File: src/rtl/dmem_arbiter_if.sv
// Bus bundle between the two requesters, the data-memory arbiter and the data memory.
// The slave modport is the arbiter's view; master is the view of whatever surrounds it.
interface dmem_arbiter_if #(
  parameter int ADDR_W = 64,
  parameter int DATA_W = 64
);
  // Requester 0 (CPU memory stage)
  logic              req0;
  logic              we0;
  logic [ADDR_W-1:0] addr0;
  logic [DATA_W-1:0] wdata0;
  logic              gnt0;
  logic              rvalid0;
  logic [DATA_W-1:0] rdata0;
  logic              err0;

  // Requester 1 (program loader / debug port)
  logic              req1;
  logic              we1;
  logic [ADDR_W-1:0] addr1;
  logic [DATA_W-1:0] wdata1;
  logic              gnt1;
  logic              rvalid1;
  logic [DATA_W-1:0] rdata1;
  logic              err1;

  // Data memory side
  logic              mem_read;
  logic              mem_write;
  logic [ADDR_W-1:0] mem_addr;
  logic [DATA_W-1:0] mem_data;
  logic [DATA_W-1:0] valM;
  logic              dmem_error;

  modport slave (
    input  req0, we0, addr0, wdata0,
    output gnt0, rvalid0, rdata0, err0,
    input  req1, we1, addr1, wdata1,
    output gnt1, rvalid1, rdata1, err1,
    output mem_read, mem_write, mem_addr, mem_data,
    input  valM, dmem_error
  );

  modport master (
    output req0, we0, addr0, wdata0,
    input  gnt0, rvalid0, rdata0, err0,
    output req1, we1, addr1, wdata1,
    input  gnt1, rvalid1, rdata1, err1,
    input  mem_read, mem_write, mem_addr, mem_data,
    output valM, dmem_error
  );
endinterface

File: src/rtl/dmem_arbiter.sv
// Round-robin two-port arbiter and fixed IDLE->ACCESS->RESP sequencer for the shared
// Y86 data memory; one access per three cycles, response returned with a one-cycle pulse.
module dmem_arbiter #(
  parameter int ADDR_W    = 64,
  parameter int DATA_W    = 64,
  parameter int MEM_BYTES = 256
) (
  input  logic         clk,
  input  logic         rst_n,
  dmem_arbiter_if.slave bus,
  output logic [1:0]   dbg_state
);

  // Handshake: a requester raises req with we/addr/wdata and holds them until its gnt
  // pulse (the ACCESS cycle); req is only sampled in IDLE, so it must be dropped by the
  // RESP cycle unless another access is wanted. rvalid/rdata/err form a one-cycle
  // response in RESP; rdata/err read as 0 whenever rvalid is low.
  typedef enum logic [1:0] {
    IDLE   = 2'd0,
    ACCESS = 2'd1,
    RESP   = 2'd2
  } state_e;

  localparam logic [ADDR_W-1:0] LAST_ADDR = ADDR_W'(MEM_BYTES - 8);

  state_e            state_q, state_d;
  logic              last_gnt_q, last_gnt_d;
  logic              id_q, id_d;
  logic              we_q, we_d;
  logic [ADDR_W-1:0] addr_q, addr_d;
  logic [DATA_W-1:0] wdata_q, wdata_d;
  logic [DATA_W-1:0] rdata_q, rdata_d;
  logic              err_q, err_d;

  logic              win_valid;
  logic              win_id;
  logic              oob;

  logic              gnt0, gnt1, rvalid0, rvalid1, err0, err1;
  logic [DATA_W-1:0] rdata0, rdata1;
  logic              mem_read, mem_write;
  logic [ADDR_W-1:0] mem_addr;
  logic [DATA_W-1:0] mem_data;

  // Full-width compare: an address near the top of the ADDR_W range must not wrap in.
  assign oob = (addr_q > LAST_ADDR);

  // On a tie the requester that did not win last time goes first.
  always_comb begin
    win_valid = bus.req0 | bus.req1;
    if (bus.req0 && bus.req1) begin
      win_id = ~last_gnt_q;
    end else begin
      win_id = bus.req1;
    end
  end

  always_comb begin
    state_d    = state_q;
    last_gnt_d = last_gnt_q;
    id_d       = id_q;
    we_d       = we_q;
    addr_d     = addr_q;
    wdata_d    = wdata_q;
    rdata_d    = rdata_q;
    err_d      = err_q;
    gnt0       = 1'b0;
    gnt1       = 1'b0;
    rvalid0    = 1'b0;
    rvalid1    = 1'b0;
    rdata0     = '0;
    rdata1     = '0;
    err0       = 1'b0;
    err1       = 1'b0;
    mem_read   = 1'b0;
    mem_write  = 1'b0;
    mem_addr   = '0;
    mem_data   = '0;

    case (state_q)
      IDLE: begin
        if (win_valid) begin
          id_d       = win_id;
          last_gnt_d = win_id;
          we_d       = win_id ? bus.we1    : bus.we0;
          addr_d     = win_id ? bus.addr1  : bus.addr0;
          wdata_d    = win_id ? bus.wdata1 : bus.wdata0;
          state_d    = ACCESS;
        end
      end

      ACCESS: begin
        gnt0      = ~id_q;
        gnt1      = id_q;
        mem_addr  = addr_q;
        mem_data  = wdata_q;
        mem_write = we_q & ~oob;
        mem_read  = ~we_q & ~oob;
        rdata_d   = (!we_q && !oob) ? bus.valM : '0;
        err_d     = oob | bus.dmem_error;
        state_d   = RESP;
      end

      RESP: begin
        rvalid0 = ~id_q;
        rvalid1 = id_q;
        rdata0  = id_q ? '0 : rdata_q;
        rdata1  = id_q ? rdata_q : '0;
        err0    = ~id_q & err_q;
        err1    = id_q & err_q;
        state_d = IDLE;
      end

      default: begin
        state_d = IDLE;
      end
    endcase
  end

  always_ff @(posedge clk or negedge rst_n) begin
    if (!rst_n) begin
      state_q    <= IDLE;
      last_gnt_q <= 1'b1;
      id_q       <= 1'b0;
      we_q       <= 1'b0;
      addr_q     <= '0;
      wdata_q    <= '0;
      rdata_q    <= '0;
      err_q      <= 1'b0;
    end else begin
      state_q    <= state_d;
      last_gnt_q <= last_gnt_d;
      id_q       <= id_d;
      we_q       <= we_d;
      addr_q     <= addr_d;
      wdata_q    <= wdata_d;
      rdata_q    <= rdata_d;
      err_q      <= err_d;
    end
  end

  assign bus.gnt0      = gnt0;
  assign bus.gnt1      = gnt1;
  assign bus.rvalid0   = rvalid0;
  assign bus.rvalid1   = rvalid1;
  assign bus.rdata0    = rdata0;
  assign bus.rdata1    = rdata1;
  assign bus.err0      = err0;
  assign bus.err1      = err1;
  assign bus.mem_read  = mem_read;
  assign bus.mem_write = mem_write;
  assign bus.mem_addr  = mem_addr;
  assign bus.mem_data  = mem_data;
  assign dbg_state     = state_q;

endmodule
File: src/flat_wrapper.sv
// flat-port wrapper written by rule: the top's interface ports become plain ports
module dmem_arbiter_flat 
#(
  parameter int ADDR_W    = 64,
  parameter int DATA_W    = 64,
  parameter int MEM_BYTES = 256
)
  (clk, rst_n, dbg_state, bus_req0, bus_we0, bus_addr0, bus_wdata0, bus_gnt0, bus_rvalid0, bus_rdata0, bus_err0, bus_req1, bus_we1, bus_addr1, bus_wdata1, bus_gnt1, bus_rvalid1, bus_rdata1, bus_err1, bus_mem_read, bus_mem_write, bus_mem_addr, bus_mem_data, bus_valM, bus_dmem_error);
  dmem_arbiter_if #(.ADDR_W(ADDR_W), .DATA_W(DATA_W)) bus_i ();
  input  logic clk;
  input  logic rst_n;
  output logic [1:0] dbg_state;
  input wire logic [$bits(bus_i.req0)-1:0] bus_req0;
  input wire logic [$bits(bus_i.we0)-1:0] bus_we0;
  input wire logic [$bits(bus_i.addr0)-1:0] bus_addr0;
  input wire logic [$bits(bus_i.wdata0)-1:0] bus_wdata0;
  output wire logic [$bits(bus_i.gnt0)-1:0] bus_gnt0;
  output wire logic [$bits(bus_i.rvalid0)-1:0] bus_rvalid0;
  output wire logic [$bits(bus_i.rdata0)-1:0] bus_rdata0;
  output wire logic [$bits(bus_i.err0)-1:0] bus_err0;
  input wire logic [$bits(bus_i.req1)-1:0] bus_req1;
  input wire logic [$bits(bus_i.we1)-1:0] bus_we1;
  input wire logic [$bits(bus_i.addr1)-1:0] bus_addr1;
  input wire logic [$bits(bus_i.wdata1)-1:0] bus_wdata1;
  output wire logic [$bits(bus_i.gnt1)-1:0] bus_gnt1;
  output wire logic [$bits(bus_i.rvalid1)-1:0] bus_rvalid1;
  output wire logic [$bits(bus_i.rdata1)-1:0] bus_rdata1;
  output wire logic [$bits(bus_i.err1)-1:0] bus_err1;
  output wire logic [$bits(bus_i.mem_read)-1:0] bus_mem_read;
  output wire logic [$bits(bus_i.mem_write)-1:0] bus_mem_write;
  output wire logic [$bits(bus_i.mem_addr)-1:0] bus_mem_addr;
  output wire logic [$bits(bus_i.mem_data)-1:0] bus_mem_data;
  input wire logic [$bits(bus_i.valM)-1:0] bus_valM;
  input wire logic [$bits(bus_i.dmem_error)-1:0] bus_dmem_error;
  assign bus_i.req0 = bus_req0;
  assign bus_i.we0 = bus_we0;
  assign bus_i.addr0 = bus_addr0;
  assign bus_i.wdata0 = bus_wdata0;
  assign bus_gnt0 = bus_i.gnt0;
  assign bus_rvalid0 = bus_i.rvalid0;
  assign bus_rdata0 = bus_i.rdata0;
  assign bus_err0 = bus_i.err0;
  assign bus_i.req1 = bus_req1;
  assign bus_i.we1 = bus_we1;
  assign bus_i.addr1 = bus_addr1;
  assign bus_i.wdata1 = bus_wdata1;
  assign bus_gnt1 = bus_i.gnt1;
  assign bus_rvalid1 = bus_i.rvalid1;
  assign bus_rdata1 = bus_i.rdata1;
  assign bus_err1 = bus_i.err1;
  assign bus_mem_read = bus_i.mem_read;
  assign bus_mem_write = bus_i.mem_write;
  assign bus_mem_addr = bus_i.mem_addr;
  assign bus_mem_data = bus_i.mem_data;
  assign bus_i.valM = bus_valM;
  assign bus_i.dmem_error = bus_dmem_error;
  dmem_arbiter #(.ADDR_W(ADDR_W), .DATA_W(DATA_W), .MEM_BYTES(MEM_BYTES)) u_core (.clk(clk), .rst_n(rst_n), .bus(bus_i), .dbg_state(dbg_state));
endmodule
File: config.mk
export PLATFORM = sky130hd
export DESIGN_NAME = dmem_arbiter_flat
export DESIGN_NICKNAME = d
export VERILOG_FILES = /design/src/rtl/dmem_arbiter_if.sv /design/src/rtl/dmem_arbiter.sv /design/src/flat_wrapper.sv
export SDC_FILE = /design/constraint.sdc
export NUM_CORES = 1
export LEC_CHECK = 0
export ABC_AREA = 1
export CORE_AREA = 2 2 230 232
export CTS_CLUSTER_SIZE = 40
export DETAILED_ROUTE_END_ITERATION = 12
export DIE_AREA = 0 0 232 234
export HOLD_SLACK_MARGIN = 0.1
export PLACE_DENSITY = 0.53
export REMOVE_ABC_BUFFERS = 1
export SYNTH_ARGS = -nofsm -noshare
export SYNTH_HDL_FRONTEND = slang
export SYNTH_SLANG_ARGS = --single-unit
File: constraint.sdc
create_clock -name clk -period 1.7 [get_ports clk]
set_input_delay 0.34 -clock clk [delete_from_list [all_inputs] [get_ports clk]]
set_output_delay 0.34 -clock clk [all_outputs]
set_load 0.005 [all_outputs]
# Word-level counts from Yosys, hierarchy flattened
# Cells that the tools add are included.
dict set report op_classes {
  magnitude_cmp 1
  n_eq_ne 3
  mux 21
  bitwise_logic 10
  n_reduce_logical 6
}
# operator n
set op_table {}
lappend op_table {{two-way mux 64 bit} 9}
lappend op_table {{greater-than comparator 64 x 8 -> 1 bit, second input constant} 1}
lappend op_table {{two-way mux 1 bit} 10}
lappend op_table {{bitwise AND 1 bit} 4}
lappend op_table {{inverter 1 bit} 4}
lappend op_table {{one-hot mux 2 bit (2 select lines)} 1}
lappend op_table {{equality test 2 x 1 -> 1 bit, second input constant} 1}
lappend op_table {{equality test 2 bit, second input constant} 1}
lappend op_table {{logical AND 1 bit} 2}
lappend op_table {{zero test 1 bit} 2}
lappend op_table {{zero test 2 bit} 1}
lappend op_table {{two-way mux 2 bit} 1}
lappend op_table {{inequality test 2 x 1 -> 1 bit, second input constant} 1}
lappend op_table {{OR 1 bit} 2}
lappend op_table {{AND reduction 2 bit} 1}
dict set report word_totals {
  register_bits 198
  in_bits 327
  output_inout_bits 266
  elab_cells 49
}

# Depth between registers and ports, before layout
dict set report depth {
  word_depth 4
  ltp_mapped 9
  ltp_nobuf 8
}

# Least setup slack after synthesis
# Ideal clock, no wire load.
dict set report synth_path {
  path_type {reg2out}
  startpoint {register u_core.state_q[1], in the netlist u_core.dbg_state[1]}
  endpoint {output port bus_rdata1[13]}
  arrival_ns 1.229
  setup_slack_ns 0.131
  path_stages_with_launch 9
  path_buffers 2
  cell_sequence {dfrtp_1 > inv_2 > nor2_1 > inv_1 > nor2_1 > inv_2 > buf_2 > buf_2 > nor2_1}
}
dict set report synth_via {
  elab_chain_cells 2
}
# element line_no
set synth_rtl {}
lappend synth_rtl {{from (decl)} dmem_arbiter.sv:26} ;# state_e state_q, state_d;
lappend synth_rtl {{from (signal assigned)} dmem_arbiter.sv:131} ;# state_q <= state_d;
lappend synth_rtl {{equality test 2 bit} dmem_arbiter.sv:80} ;# case (state_q)
lappend synth_rtl {{two-way mux 64 bit} dmem_arbiter.sv:80}
lappend synth_rtl {{to (decl)} flat_wrapper.sv:27} ;# output wire logic [$bits(bus_i.rdata1)-1:0] bus_rdata1;
# Every way passes these cells.

# Worst setup path in the final report
dict set report layout_path {
  startpoint {register u_core.state_q[1], in the netlist u_core.dbg_state[1]}
  endpoint {output port bus_rdata0[13]}
}
dict set report layout_via {
  elab_chain_cells 2
}
# element line_no
set layout_rtl {}
lappend layout_rtl {{equality test 2 bit} dmem_arbiter.sv:80}
lappend layout_rtl {{two-way mux 64 bit} dmem_arbiter.sv:80}
lappend layout_rtl {{to (decl)} flat_wrapper.sv:19} ;# output wire logic [$bits(bus_i.rdata0)-1:0] bus_rdata0;
# Every way passes these cells.

==> flow_metrics.env <==
export IMPL_status="finished with violations"
export IMPL_violations="setup timing"
export IMPL_critPathLaunch="u_core.dbg_state[1]$_DFFE_PN0P_"
export IMPL_finalWorstSetupSlack_ns=-0.7765
export IMPL_path_clk_slew_ns=0.08
export IMPL_powerDensity_nw_per_um2=1292
export IMPL_wl_per_cell_um=17.73
export IMPL_htreeDepth=4
export IMPL_start_util_pct=20.03
export IMPL_synthMuxAreaShare_pct=0
export IMPL_hpwl_mm=36.99
export IMPL_syn2layout_area_growth_pct=81.41
export IMPL_path_cells="inv_2 -> nor2_2 -> inv_2 -> nor2_4 -> inv_2 -> buf_12 -> nor2_1 -> clkdlybuf4s50_1"
export IMPL_slowest_stage="clkdlybuf4s50_1"
export IMPL_hold_viol_final=0
export IMPL_tritoncts="yes"
export IMPL_grt_max_degree=62
export IMPL_clkLatencyLatePin_ns=0.49
export IMPL_path_depth=8
export IMPL_p_leak_nw=9.306
export IMPL_grtUsageTotal_pct=17.22
export IMPL_fin_crit_ns=2.477
export IMPL_synth_seq_cells=198
export IMPL_ir_worst_vdd_v=0.0006411
export IMPL_layout_drive_gt1_share_pct=23.49
export IMPL_min_delay_start="bus_valM[22]"
export IMPL_finalCritPeriodShare_pct=145.7
export IMPL_synth_fa_ha_area_share_pct=0
export IMPL_synthCells=1422
export IMPL_synthXorXnorAreaFrac_pct=0
export IMPL_die_y_um=234
export IMPL_rr_worst_depth=10
export IMPL_syn_cell_area_sq_um=10420
export IMPL_vias=12160
export IMPL_drt_total_wl_mm=49.59
export IMPL_die_w_um=232
export IMPL_setup_viol=391
export IMPL_path_max_fanout=51
export IMPL_vias_per_cell=4.346
export IMPL_critPathKind="flip-flop to output port"
export IMPL_crit_buf_inv=5
export IMPL_grt_first_pass_wirelength_mm=70.53
export IMPL_io_pins=593
export IMPL_synth_compound_area_share_pct=14.04
export IMPL_core_sq_um=52020
export IMPL_reg2reg_to="u_core.rdata_q[29]$_DFFE_PN0N_"
export IMPL_yosys_warnings=0
export IMPL_grt_pass1_vias=11920
export IMPL_max_cap_viol_count=0
export IMPL_cts_buffer_depth=2
export IMPL_ys_types=20
export IMPL_grt_ovfl_total=0
export IMPL_relSlewSlack_pct=61.99
export IMPL_final_cells=2797
export IMPL_clock_fmax_mhz=403.8
export IMPL_critPathMaxStageDelay_ns=0.51
export IMPL_yosysSeqAreaShare_pct=47.57
export IMPL_hold_slack_ns=0.4033
export IMPL_min_path_type="input port to flip-flop"
export IMPL_synth_avg_cell_area_sq_um=7.327
export IMPL_rsz0062_at_grt="yes"
export IMPL_clock_skew_ns=0.01284
export IMPL_antenna_found_initial=3
export IMPL_dieArea_sq_um=54290
export IMPL_drcViolationCount=0
export IMPL_clock_sinks=198
export IMPL_fp_row_count=84
export IMPL_synth_top_family_by_area="simple AND/OR/NAND/NOR gates"
export IMPL_dp_cells=2718
export IMPL_dr_pass1_iters=5
export IMPL_critPathRequiredTime_ns=1.36
export IMPL_max_slew_worst_pin_slew_ns=0.5701
export IMPL_drt_iter0_markers=578
export IMPL_cts_buffers_inserted=17
export IMPL_crit_path_start_kind="flip-flop"
export IMPL_cts_root_buf="clkbuf_16"
export IMPL_critPathTopFamily="buffers and inverters"
export IMPL_nets=2421
export IMPL_setup_worst_path_end_class="output port"
export IMPL_r2r_setup_slack_ns=-0.27
export IMPL_slew_violations=0
export IMPL_cp_endpoint="bus_rdata0[13]"
export IMPL_worst_path_most_repeated_cell="inv_2"
export IMPL_rr_startpoint="u_core.dbg_state[1]$_DFFE_PN0P_"
export IMPL_crit_arrival_ns=2.14
export IMPL_place_congestion=0.8452
export IMPL_final_antenna_net_count=0
export IMPL_synth_simple_area_share_pct=25.30
export IMPL_io_buffers=592
==> worst min-delay path: stages <==
cell and delay (ns):
clkdlybuf4s50_1 0.39, nand4_1 0.08, nand2_1 0.05
==> sequential cells by signal, summed over array words and instances (netlist names) <==
signal,cells
u_core.addr_q,64
u_core.rdata_q,64
u_core.last_gnt_q,1
u_core.err_q,1
u_core.id_q,1
u_core.we_q,1
u_core.wdata_q,64
u_core.dbg_state,2
==> cells by family (layout without fill, tap and decap cells) <==
logic type      Yosys count  in the layout
flops                   198            198
buf+inv                 315           1000
other cells               0              2
simple gates            649            649
compound gates          260            260
==> cells in the final DEF, fill, tap and decap left out, drive strengths merged <==
cell type / count
nand2: 147
dfstp: 1
clkinvlp: 2
nor2: 423
clkdlybuf4s50: 362
dlymetal6s2s: 46
o21ai: 131
clkdlybuf4s15: 11
bufinv: 1
nand4: 64
diode: 2
dlygate4sd3: 1
o22ai: 129
clkinv: 4
clkbuf: 84
buf: 259
nor3: 7
nand3: 8
inv: 212
dfrtp: 197
dlygate4sd2: 18
==> power by group <==
group	internal (W)	switching, W	leakage, nW
Clock	0.00210	0.00209	0.280
Sequential	0.00632	0.000654	2.51
Combinational	0.00609	0.00717	6.51
Total	0.0145	0.00991	9.31
==> through the flow <==
stage | util [%] | instance area (sq um) | setup TNS [ns] | power, W | setup slack, ns
finish | 36.33 | 18900 | -152.68 | 0.02442 | -0.7765
global route | 36.33 | 18900 | -208.03 | 0.02617 | -0.9135
CTS | 35.82 | 18640 | -230.02 | 0.02383 | -0.9307
detailed placement | 34.44 | 17920 | -141.08 | 0.01916 | -0.6865
global placement | 34.44 | 17920 | -133.96 | 0.01905 | -0.7056
floorplan | - | 9821 | -663.62 | 0.01124 | -3.392
==> cell usage after synthesis <==
| library cell | count | area share, % |
|---|---|---|
| clkbuf_1 | 40 | 1.4 |
| nand2_1 | 147 | 5.3 |
| buf_1 | 1 | 0.036 |
| nor3_1 | 6 | 0.29 |
| dfrtp_1 | 197 | 47 |
| o21ai_1 | 50 | 2.4 |
| o21ai_0 | 81 | 3.9 |
| nor2_4 | 1 | 0.11 |
| nor2_1 | 421 | 15 |
| dfstp_2 | 1 | 0.25 |
| inv_1 | 199 | 7.2 |
| buf_6 | 9 | 0.97 |
| nand3_1 | 8 | 0.38 |
| nor2_2 | 1 | 0.060 |
| buf_2 | 46 | 2.2 |
| nand4_1 | 64 | 3.8 |
| nor3_4 | 1 | 0.16 |
| buf_4 | 15 | 1.1 |
| o22ai_1 | 129 | 7.7 |
| inv_2 | 5 | 0.18 |
==> worst min path at each step <==
stage / cells past startpoint / slack, ns / end
2_1_floorplan: 0 / 0.04 / u_core.addr_q[0]$_DFFE_PN0P_
3_3_place_gp: 1 / 0.37 / u_core.rdata_q[58]$_DFFE_PN0N_
3_5_place_dp: 1 / 0.38 / u_core.rdata_q[59]$_DFFE_PN0N_
4_1_cts: 3 / 0.35 / u_core.rdata_q[40]$_DFFE_PN0N_
5_1_grt: 3 / 0.38 / u_core.rdata_q[27]$_DFFE_PN0N_
6_report: 3 / 0.40 / u_core.rdata_q[22]$_DFFE_PN0N_
==> layout make-up <==
class	count	area, sq um
antenna	2	5.005
clock buffer	19	442.9
clock inverter	13	136.4
fill	5486	33120
inverter	204	792.0
multi-input combinational	909	4557
sequential	198	4956
tap	688	860.8
timing repair buffer	762	7133
timing repair inverter	2	17.52
==> per-layer routing <==
layer  GRT usage (%)  vias to the layer above  wire length (um)
met1           20.16                     5713             19870
met5               0                        -                 0
li1                -                     5897                 -
met4           6.550                        0              1304
met2           29.79                      488             24720
met3           4.925                       58              3704
==> what timing repair did <==
item / CTS / global route
gates resized for setup: 208 / 510
hold buffers: 1 / 0
setup buffers: 8 / 26
setup endpoints to repair: 335 / 454
cloned: 2 / 9
pin swaps: 4 / 4
hold endpoints to repair: 34 / 0
No activity file was read; power rests on OpenSTA's default activity.
